$ cat src/rtl/pll_lock_sequencer.sv
// PLL bring-up sequencer: pulses the PLL reset, waits for a stable synchronized lock,
// then releases the system reset; retries on timeout and latches FAULT after MAX_RETRIES.
module pll_lock_sequencer #(
  parameter int PLL_RESET_CYCLES    = 20,
  parameter int LOCK_STABLE_CYCLES  = 2000,  // must be >= 2
  parameter int LOCK_TIMEOUT_CYCLES = 40000, // must exceed LOCK_STABLE_CYCLES
  parameter int MAX_RETRIES         = 3      // 1..7
) (
  input  logic       referenceclk,
  input  logic       reset,
  input  logic       lock,
  output logic       pll_resetb,
  output logic       sys_resetn,
  output logic       ready,
  output logic       fault,
  output logic       lock_lost,
  output logic [2:0] retry_count
);

  localparam int HW = (PLL_RESET_CYCLES > 1)    ? $clog2(PLL_RESET_CYCLES)    : 1;
  localparam int TW = (LOCK_TIMEOUT_CYCLES > 1) ? $clog2(LOCK_TIMEOUT_CYCLES) : 1;
  localparam int SW = (LOCK_STABLE_CYCLES > 1)  ? $clog2(LOCK_STABLE_CYCLES)  : 1;

  typedef enum logic [2:0] {S_HOLD, S_WAIT, S_STABLE, S_RUN, S_FAULT} state_t;

  state_t         state, nxt;
  logic           lock_m, lock_s;
  logic [HW-1:0]  hold_cnt;
  logic [TW-1:0]  att_tmr;
  logic [SW-1:0]  stb_cnt;
  logic [2:0]     retry_nxt, retry_d;
  logic           pll_resetb_d, sys_resetn_d, ready_d, fault_d, lock_lost_d;
  logic           hold_done, timeout, stable_done, fail_dest_fault;

  assign retry_nxt       = retry_count + 3'd1;
  assign hold_done       = (hold_cnt == HW'(PLL_RESET_CYCLES - 1));
  assign timeout         = (att_tmr == TW'(LOCK_TIMEOUT_CYCLES - 1));
  // The WAIT_LOCK cycle that first sees lock_s counts toward the stable run.
  assign stable_done     = lock_s && (stb_cnt == SW'(LOCK_STABLE_CYCLES - 2));
  assign fail_dest_fault = (retry_nxt == 3'(MAX_RETRIES));

  always_ff @(posedge referenceclk or negedge reset) begin
    if (!reset) begin
      lock_m <= 1'b0;
      lock_s <= 1'b0;
    end else begin
      lock_m <= lock;
      lock_s <= lock_m;
    end
  end

  // State and registered outputs
  always_ff @(posedge referenceclk or negedge reset) begin
    if (!reset) begin
      state       <= S_HOLD;
      pll_resetb  <= 1'b0;
      sys_resetn  <= 1'b0;
      ready       <= 1'b0;
      fault       <= 1'b0;
      lock_lost   <= 1'b0;
      retry_count <= 3'd0;
    end else begin
      state       <= nxt;
      pll_resetb  <= pll_resetb_d;
      sys_resetn  <= sys_resetn_d;
      ready       <= ready_d;
      fault       <= fault_d;
      lock_lost   <= lock_lost_d;
      retry_count <= retry_d;
    end
  end

  always_comb begin
    nxt = state;
    case (state)
      S_HOLD:   if (hold_done) nxt = S_WAIT;
      S_WAIT: begin
        if (lock_s)       nxt = S_STABLE;
        else if (timeout) nxt = fail_dest_fault ? S_FAULT : S_HOLD;
      end
      S_STABLE: begin
        if (stable_done)  nxt = S_RUN;
        else if (timeout) nxt = fail_dest_fault ? S_FAULT : S_HOLD;
        else if (!lock_s) nxt = S_WAIT;
      end
      S_RUN:    if (!lock_s) nxt = S_HOLD;
      S_FAULT:  nxt = S_FAULT;
      default:  nxt = S_HOLD;
    endcase
  end

  always_comb begin
    pll_resetb_d = (nxt != S_HOLD) && (nxt != S_FAULT);
    sys_resetn_d = (nxt == S_RUN);
    ready_d      = (nxt == S_RUN);
    fault_d      = (nxt == S_FAULT);
    lock_lost_d  = lock_lost | ((state == S_RUN) && (nxt == S_HOLD));
    retry_d      = retry_count;
    if ((state == S_WAIT || state == S_STABLE) && (nxt == S_HOLD || nxt == S_FAULT))
      retry_d = retry_nxt;
    else if (state == S_RUN && nxt == S_HOLD)
      retry_d = 3'd0;
  end

  // Attempt timer saturates at its terminal value so it never wraps.
  always_ff @(posedge referenceclk or negedge reset) begin
    if (!reset) begin
      hold_cnt <= '0;
      att_tmr  <= '0;
      stb_cnt  <= '0;
    end else begin
      hold_cnt <= (state == S_HOLD && !hold_done) ? hold_cnt + 1'b1 : '0;
      if (state == S_HOLD)
        att_tmr <= '0;
      else if ((state == S_WAIT || state == S_STABLE) && !timeout)
        att_tmr <= att_tmr + 1'b1;
      stb_cnt  <= (state == S_STABLE && lock_s) ? stb_cnt + 1'b1 : '0;
    end
  end

endmodule

$ cat config.mk
export PLATFORM = sky130hd
export DESIGN_NAME = pll_lock_sequencer
export DESIGN_NICKNAME = d
export VERILOG_FILES = /design/src/rtl/pll_lock_sequencer.sv
export SDC_FILE = /design/constraint.sdc
export NUM_CORES = 1
export LEC_CHECK = 0
export ABC_AREA = 1
export ABC_CLOCK_PERIOD_IN_PS = 1700
export BUFFER_PORTS_ARGS = -buffer_cell sky130_fd_sc_hd__buf_4
export CAP_MARGIN = 0
export CORE_UTILIZATION = 57
export CTS_BUF_LIST = sky130_fd_sc_hd__clkbuf_4 sky130_fd_sc_hd__clkbuf_8 sky130_fd_sc_hd__clkbuf_16
export DETAILED_ROUTE_END_ITERATION = 8
export HOLD_SLACK_MARGIN = 0.08
export PLACE_DENSITY_LB_ADDON = 0.3
export SYNTH_ARGS = -nofsm -noshare
export SYNTH_HDL_FRONTEND = slang
export SYNTH_SLANG_ARGS = --single-unit
$ cat constraint.sdc
create_clock -name referenceclk -period 1.7 [get_ports referenceclk]
set_input_delay 0.255 -clock referenceclk [delete_from_list [all_inputs] [get_ports referenceclk]]
set_output_delay 0.255 -clock referenceclk [all_outputs]
set_load 0.01 [all_outputs]
==> summary by stage, run 1 <==
Run status
The run finished with clean final reports.

Route
The total DRC errors in the routed layout is 0. The first TritonRoute pass finished after 4 iterations. The final routed wirelength across all metal layers is 4634 µm. The detail route stage leaves a number of antenna-violating nets equal to 0. After detailed routing, the average wire length per cell comes to 12.87 µm.

The via count normalized by instance count is 5.353. Across all layers, the routed design uses 1927 vias. The number of DRC markers after the initial detailed-route iteration is 96.

Clocking
The total CTS buffers is 5. The clock reaches the later pin of the worst-skew pair after 0.30 ns. TritonCTS built the clock tree. The maximum level of the CTS H-tree is 2. The buffer levels on the longest clock path is 2. The clock root buffer master is sky130_fd_sc_hd__clkbuf_8. Counting every sink on the clock net gives 44. After clock tree synthesis, the clock-pin slew on the worst setup and hold paths is 0.08 ns.

Global routing
The leftover overflow at the end of global routing is 0. Global routing used 40.28% of the available met2 tracks. Global routing consumed, on the met3 layer, 5.479% of the routing resources. The most used routing layer in global routing is met2. Global routing used 23.79% of the available tracks. The via count of the first global-routing pass is 1840. The wire length of the first global-routing pass is 7817 µm. The global routing met1 resource utilization is 28.26%. The maximum number of pins on one net before global-route repair is 45. The initial antenna violation count was 0.

Final layout
Registers take 0.001101 mm². The layout overhead on the synthesized area is 14.28%. The layout filler cell count is 321. The end-of-flow core utilization is 68.11%. The library cells used most frequently in the layout, excluding fill and tap cells, are sky130_fd_sc_hd__nand2_1, sky130_fd_sc_hd__dfrtp_1, sky130_fd_sc_hd__nor2_1, sky130_fd_sc_hd__inv_1, sky130_fd_sc_hd__nand3_1.

The footprint of the multi-input gates is 0.001182 mm². For this run, the post-layout net count is 318. The fraction of final layout cells with drive strength greater than 1 is 19.35%. The most common library cell in the layout ignoring fill and taps is sky130_fd_sc_hd__nand2_1.

The repair_antennas step left the layout with diodes totalling 0.

Yosys
Summed over all instances, the cell type with the most area after synthesis is sky130_fd_sc_hd__dfrtp_1. Sorting the synthesized cells by area gives the leading types as sky130_fd_sc_hd__dfrtp_1, sky130_fd_sc_hd__nand2_1, sky130_fd_sc_hd__nor2_1. The synthesized net count is 297. Sequential elements use 45.86% of the synthesized area. The mapped cell area is 0.002401 mm².

Yosys printed 0 warnings. The distinct cell type count after synthesis is 33. The register bit total from synthesis is 44. The synthesized netlist cell count is 288. Of the post-synthesis cell area, the dominant cell type holds 45.86%.

The average instance in the mapped netlist occupies 8.337 µm².

Timing
The final setup skew is 0.007372 ns. The transition time of the tightest slew-check pin is 0.5420 ns. Setup slack closes at 0.1539 ns.

Dividing the final minimum period by the clock period gives 90.95%. Setup violations remaining at the end of the flow were counted as 0. For this run, the top clock speed supported by timing is 0.6468 GHz. In this run the tightest slew margin relative to its limit is 63.86%. The final count of hold timing violations is 0. The number of pins with negative max-slew slack in the final report is 0. The total negative setup slack is 0 ns. The minimum clock period is 1.546 ns.

Setup path
The data required time at the worst endpoint is 1.89 ns. The classification of the worst setup path is reg2reg. The kind of cell with the highest combined delay on the critical path is simple AND/OR/NAND/NOR gates. The data arrival time of the critical path is 1.74 ns.

For this run, the slowest stage of the critical path takes 0.40 ns. The worst setup path is launched from a register. The cell at the slowest stage of the critical path is sky130_fd_sc_hd__dfrtp_1. By instance count, the cell type seen most on the critical path is sky130_fd_sc_hd__nand2_1. The number of stages on the worst setup path is 12.

The depth of the most critical reg-to-reg path is 12. The worst-case register-to-register setup slack is 0.15 ns. The kind of end point of the critical path is a register. Of all nets on the critical path, the largest fanout is 6. The signal on the critical path passes through inv_1, ha_2, nand2_1, nor2_2, nand3_2, nor2_1, nor2_2, nand2_2, nor2_8, o21ai_4, nand2_1, nand2_1. Counting both buffers and inverters, the worst setup path holds a total of 1.

Power and ir drop
For this design the static power due to leakage is 1.292 nW. VDD sags by at most 986.3 µV. In this run the power density over the cells is 1282 mW/mm². Power comes to 3.518 mW.

Place
The estimated wirelength of the detail-placed design is 3277 µm. The pre-CTS setup slack is 0.1401 ns. The routability congestion estimate is 0.8403. Buffers placed on the I/O ports in this run total 10.

Floorplan
The effective utilization at floorplan is 59.60%. The die extent in y is 66.90 µm. For this design the top-level I/O count stands at 11. The row count is 23. The die covers 0.004476 mm². In this run the standard cell core region covers 0.004029 mm². Measured along the x axis, the die boundary spans 66.90 µm.

Worst hold path
The worst hold path passes through 0 cells. The worst hold path class is reg2reg.

Flow run
The number of max-cap violations is 0.
## report_power, final
part | internal [mW] | leakage, nW | total [mW] | switching, mW
Clock | 0.519 | 0.0645 | 0.877 | 0.358
Combinational | 0.464 | 0.631 | 1.29 | 0.826
Sequential | 1.20 | 0.596 | 1.35 | 0.149
## logic make-up (layout without fill, tap and decap cells)
group / after synthesis / count (layout) / synth area share, %
buffers and inverters: 41 / 63 / 6.879
adder cells (fa/ha/maj): 6 / 6 / 3.127
AO/OA/AOI/OAI: 36 / 36 / 8.859
XOR/XNOR: 11 / 11 / 4.012
AND/OR/NAND/NOR: 150 / 150 / 31.27
flip-flops: 44 / 44 / 45.86
## flip-flops by register name, summed over array words and instances, names as in the netlist
signal / count
state: 3
retry_count: 3
ready: 1
lock_s: 1
stb_cnt: 11
lock_m: 1
hold_cnt: 5
pll_resetb: 1
fault: 1
lock_lost: 1
att_tmr: 16
## worst paths after layout
kind	end	startpoint
worst max-delay path	retry_count[2]	stb_cnt[0]
worst min-delay path	lock_s	lock_m
worst max register to register	retry_count[2]	stb_cnt[0]
worst min register to register	lock_s	lock_m
max in group asynchronous	fault	reset
min in group asynchronous	hold_cnt[3]	reset
## Yosys cell counts (all sizes together)
master	number
a21o	1
nor3	12
nor2	41
a21oi	13
and3	1
dfrtp	44
or2	1
nand3b	1
xor2	10
xnor2	1
clkinv	1
nand4	9
inv	38
nand3	20
nand2	65
o31ai	4
buf	2
o21a	2
o21ai	16
ha	6
## stage by stage
stage	hold slack, ns	cell area (µm²)	instances
6_report	0.3598	2744	360
5_1_grt	0.3774	2744	360
4_1_cts	0.3707	2689	359
3_5_place_dp	0.2838	2542	349
3_3_place_gp	0.2865	2542	349
2_1_floorplan	-0.04059	2401	288
## per-layer routing
| layer | vias to the layer above | wire length (µm) |
|---|---|---|
| li1 | 979 | - |
| met1 | 907 | 2109 |
| met2 | 33 | 2296 |
| met3 | 8 | 144 |
| met4 | 0 | 83 |
| met5 | - | 0 |
## final cells by class
cell class              count  share of cell area [%]
well taps                  50                   2.280
flip-flops and latches     44                   40.13
repair buffers             16                   4.560
multi-input cells         203                   43.09
clock inverters             1                   1.094
inverters                  39                   5.335
clock buffers               7                   3.511
## timing repair
action                     4_1_cts  5_1_grt
setup endpoints to repair        0        5
buffers inserted                 0        1
hold endpoints to repair        45        0
hold buffers                     2        0
resized for setup                0       10
Power figures use the tool's default switching activity.
==> run 2, diff against run 1 <==
- CTS_CLUSTER_DIAMETER: unset -> 120
- REMOVE_ABC_BUFFERS: unset -> 1
==> summary by stage, run 2 (same netlist as run 1, synthesis figures left out) <==
Final layout
Leaving out fill and tap cells, the most frequent cell in the layout is sky130_fd_sc_hd__nand2_1. In the final layout, the registers with the most flip-flops are att_tmr (16), stb_cnt (11), hold_cnt (5). In the layout the commonest cells are sky130_fd_sc_hd__nand2_1, sky130_fd_sc_hd__dfrtp_1, sky130_fd_sc_hd__nor2_1, sky130_fd_sc_hd__inv_1. The fraction of final layout cells with drive strength greater than 1 is 20.97%. The register with the most flip-flops in the layout has 16 of them. The post-layout instance area is 0.002716 mm². After the last flow step, the layout net total stands at 319. The register name with the most flops is att_tmr. The number of antenna diodes in the final layout is 0. The non-filler instance count after layout is 360.

The layout overhead on the synthesized area is 13.13%.

Clocking
In this run the number of H-tree levels came out at 2. TritonCTS built the clock tree. After clock tree synthesis, the clock-pin slew on the worst setup and hold paths is 0.08 ns. Clock latency on the worst-skew pair, taken at its later pin, is 0.29 ns. The buffer levels on the longest clock path is 2.

Counting every sink on the clock net gives 44. Clock tree synthesis inserted a total of 5 buffers. The clock root buffer master is sky130_fd_sc_hd__clkbuf_8.

Setup path
In this run the worst path has a maximum fanout of 4. The data required time at the worst endpoint is 1.90 ns. The kind of end point of the critical path is a register. The data arrival time of the critical path is 1.79 ns.

The cell at the slowest stage of the critical path is sky130_fd_sc_hd__dfrtp_1. STA classifies the critical path startpoint as a register. The signal on the critical path passes through buf_4, nand3_1, nor2_1, nand3_1, xor2_1, o31ai_1. The classification of the worst setup path is reg2reg. In this design, the stage delay of the slowest critical-path cell is 0.41 ns. The cell seen most often among critical-path stages is sky130_fd_sc_hd__nand3_1.

Route
The pre-antenna-repair detailed-routing pass consisted of 4 iterations. The total DRC errors in the routed layout is 0. The number of routed nets with antenna violations is 0. The final layout contains routed wiring with a total length of 4748 µm. In the final routed layout, each cell accounts on average for 13.19 µm.

The via total after detailed routing is 1939. In the routed layout, each cell is associated on average with a via count of 5.386. The number of DRC markers after the initial detailed-route iteration is 184.

Timing
The final count of hold timing violations is 0. The worst path needs 1.585 ns of the cycle, external delays included. The final worst slack is 0.1152 ns.

The fraction of the cycle the final worst path needs is 93.22%. For the pin with the worst max-slew slack, the measured transition is 0.5360 ns. The worst slew margin relative to its limit is 64.27%. The worst hold margin is 0.3662 ns.

Derived from the worst setup path, the maximum achievable clock frequency is 0.6310 GHz. The total of endpoints with negative setup slack in the final report is 0. The number of pins with negative max-slew slack in the final report is 0.

The final setup skew is 0.007268 ns.

Global routing
The initial antenna violation count is 0. The leftover overflow at the end of global routing is 0. The via count of the first global-routing pass is 1847. The first global-routing pass estimated 7914 µm of wire.

Entering global routing, the biggest net connects 45 pins. Global routing used 23.82% of the available tracks across all layers.

Floorplan
The die boundary width is 66.90 µm. The area of the placeable core is 0.004029 mm². The die extent in y is 66.90 µm. During I/O placement, the number of pins put on the boundary was 11. The effective utilization at floorplan is 59.60%. The floorplan has 23 rows.

The die area is 0.004476 mm².

Place
The routability congestion estimate is 0.9176. The area of placed instances is 0.002535 mm². After detailed placement, the design holds a cell count of 348. Summed over all nets, the half-perimeter wirelength after detailed placement is 3313 µm. At the placement stage, the worst setup path has a slack of 0.1021 ns. The count of buffers added on input and output ports is 10.

Power and ir drop
For this design the total switching power over the nets is 1.344 mW. VDD sags by at most 945.7 µV. The analysis attributes to cell leakage a power of 1.274 nW. Combinational logic burns 40.4% of the power.

The power density of the placed cells is 1218 mW/mm². The internal power summed over all cells is 1.964 mW. The switching share of power is 40.63%. Per report_power, the sequential group accounts for 40.9% of the total. The proportion of power drawn by the clock network is 18.7%.

Flow run
The tool flagged a number of max-cap violations equal to 0.

Worst hold path
The path class of the tightest hold or removal check is reg2reg.

Run status
The flow ran to the end, and the final reports show no timing, DRC or antenna violations.
run 2: stage by stage:
stage	power (mW)	util, %	TNS (ns)
3_5_place_dp	2.561	62.92	0
3_3_place_gp	2.515	62.92	0
2_1_floorplan	2.229	-	0
4_1_cts	3.174	65.43	0
5_1_grt	3.534	67.42	-0.07348
6_report	3.309	67.42	0
run 2: repair_timing:
| item | 4_1_cts | 5_1_grt |
|---|---|---|
| setup endpoints to repair | 0 | 8 |
| endpoints found under the hold margin | 45 | 0 |
| resized for setup | 0 | 15 |
| hold buffers | 2 | 0 |
| setup buffers | 0 | 3 |
run 2: layer usage:
| metal | up-vias | GRT usage [%] | wire [µm] |
|---|---|---|---|
| met5 | - | 0 | 0 |
| met4 | 0 | 9.043 | 91 |
| met3 | 10 | 5.479 | 209 |
| met2 | 53 | 39.77 | 2304 |
| met1 | 906 | 29.70 | 2142 |
| li1 | 970 | - | - |
run 2: area by class of cell:
| type | count | area [µm²] |
|---|---|---|
| repair buffers | 17 | 132.6 |
| clock inverters | 2 | 12.51 |
| fillers | 352 | 1313 |
| well taps | 50 | 62.56 |
| clock buffers | 5 | 68.82 |
| flip-flops and latches | 44 | 1101 |
| multi-input cells | 203 | 1192 |
| inverters | 39 | 146.4 |
run 2: path summary, 6_finish.rpt:
| path | start | to | slack [ns] | cells after the start |
|---|---|---|---|---|
| min in group asynchronous | reset | hold_cnt[0] | 0.48 | 2 |
| setup reg to reg | att_tmr[0] | att_tmr[13] | 0.12 | 6 |
| hold reg to reg | lock_m | lock_s | 0.37 | 0 |
| hold / removal | lock_m | lock_s | 0.37 | 0 |
| max in group asynchronous | reset | lock_s | 0.84 | 2 |
| setup / recovery | att_tmr[0] | att_tmr[13] | 0.12 | 6 |
run 2: power groups by stage:
| stage | combinational (mW) | clock [mW] | sequential, mW |
|---|---|---|---|
| after floorplan | 0.874 | 0 | 1.35 |
| after detailed placement | 1.20 | 0 | 1.36 |
| after global routing | 1.49 | 0.666 | 1.37 |
| after global placement | 1.16 | 0 | 1.35 |
| after CTS | 1.20 | 0.632 | 1.34 |
| final | 1.34 | 0.620 | 1.35 |
run 2: critical path, delay by kind of cell, from the launching register on:
family                    cells  cell delay [ns]
AOI/OAI and AO/OA             1             0.20
xor gates and xnor gates      1             0.17
buffers and inverters         1             0.16
DFF                           1             0.41
and+or+nand+nor               3             0.56
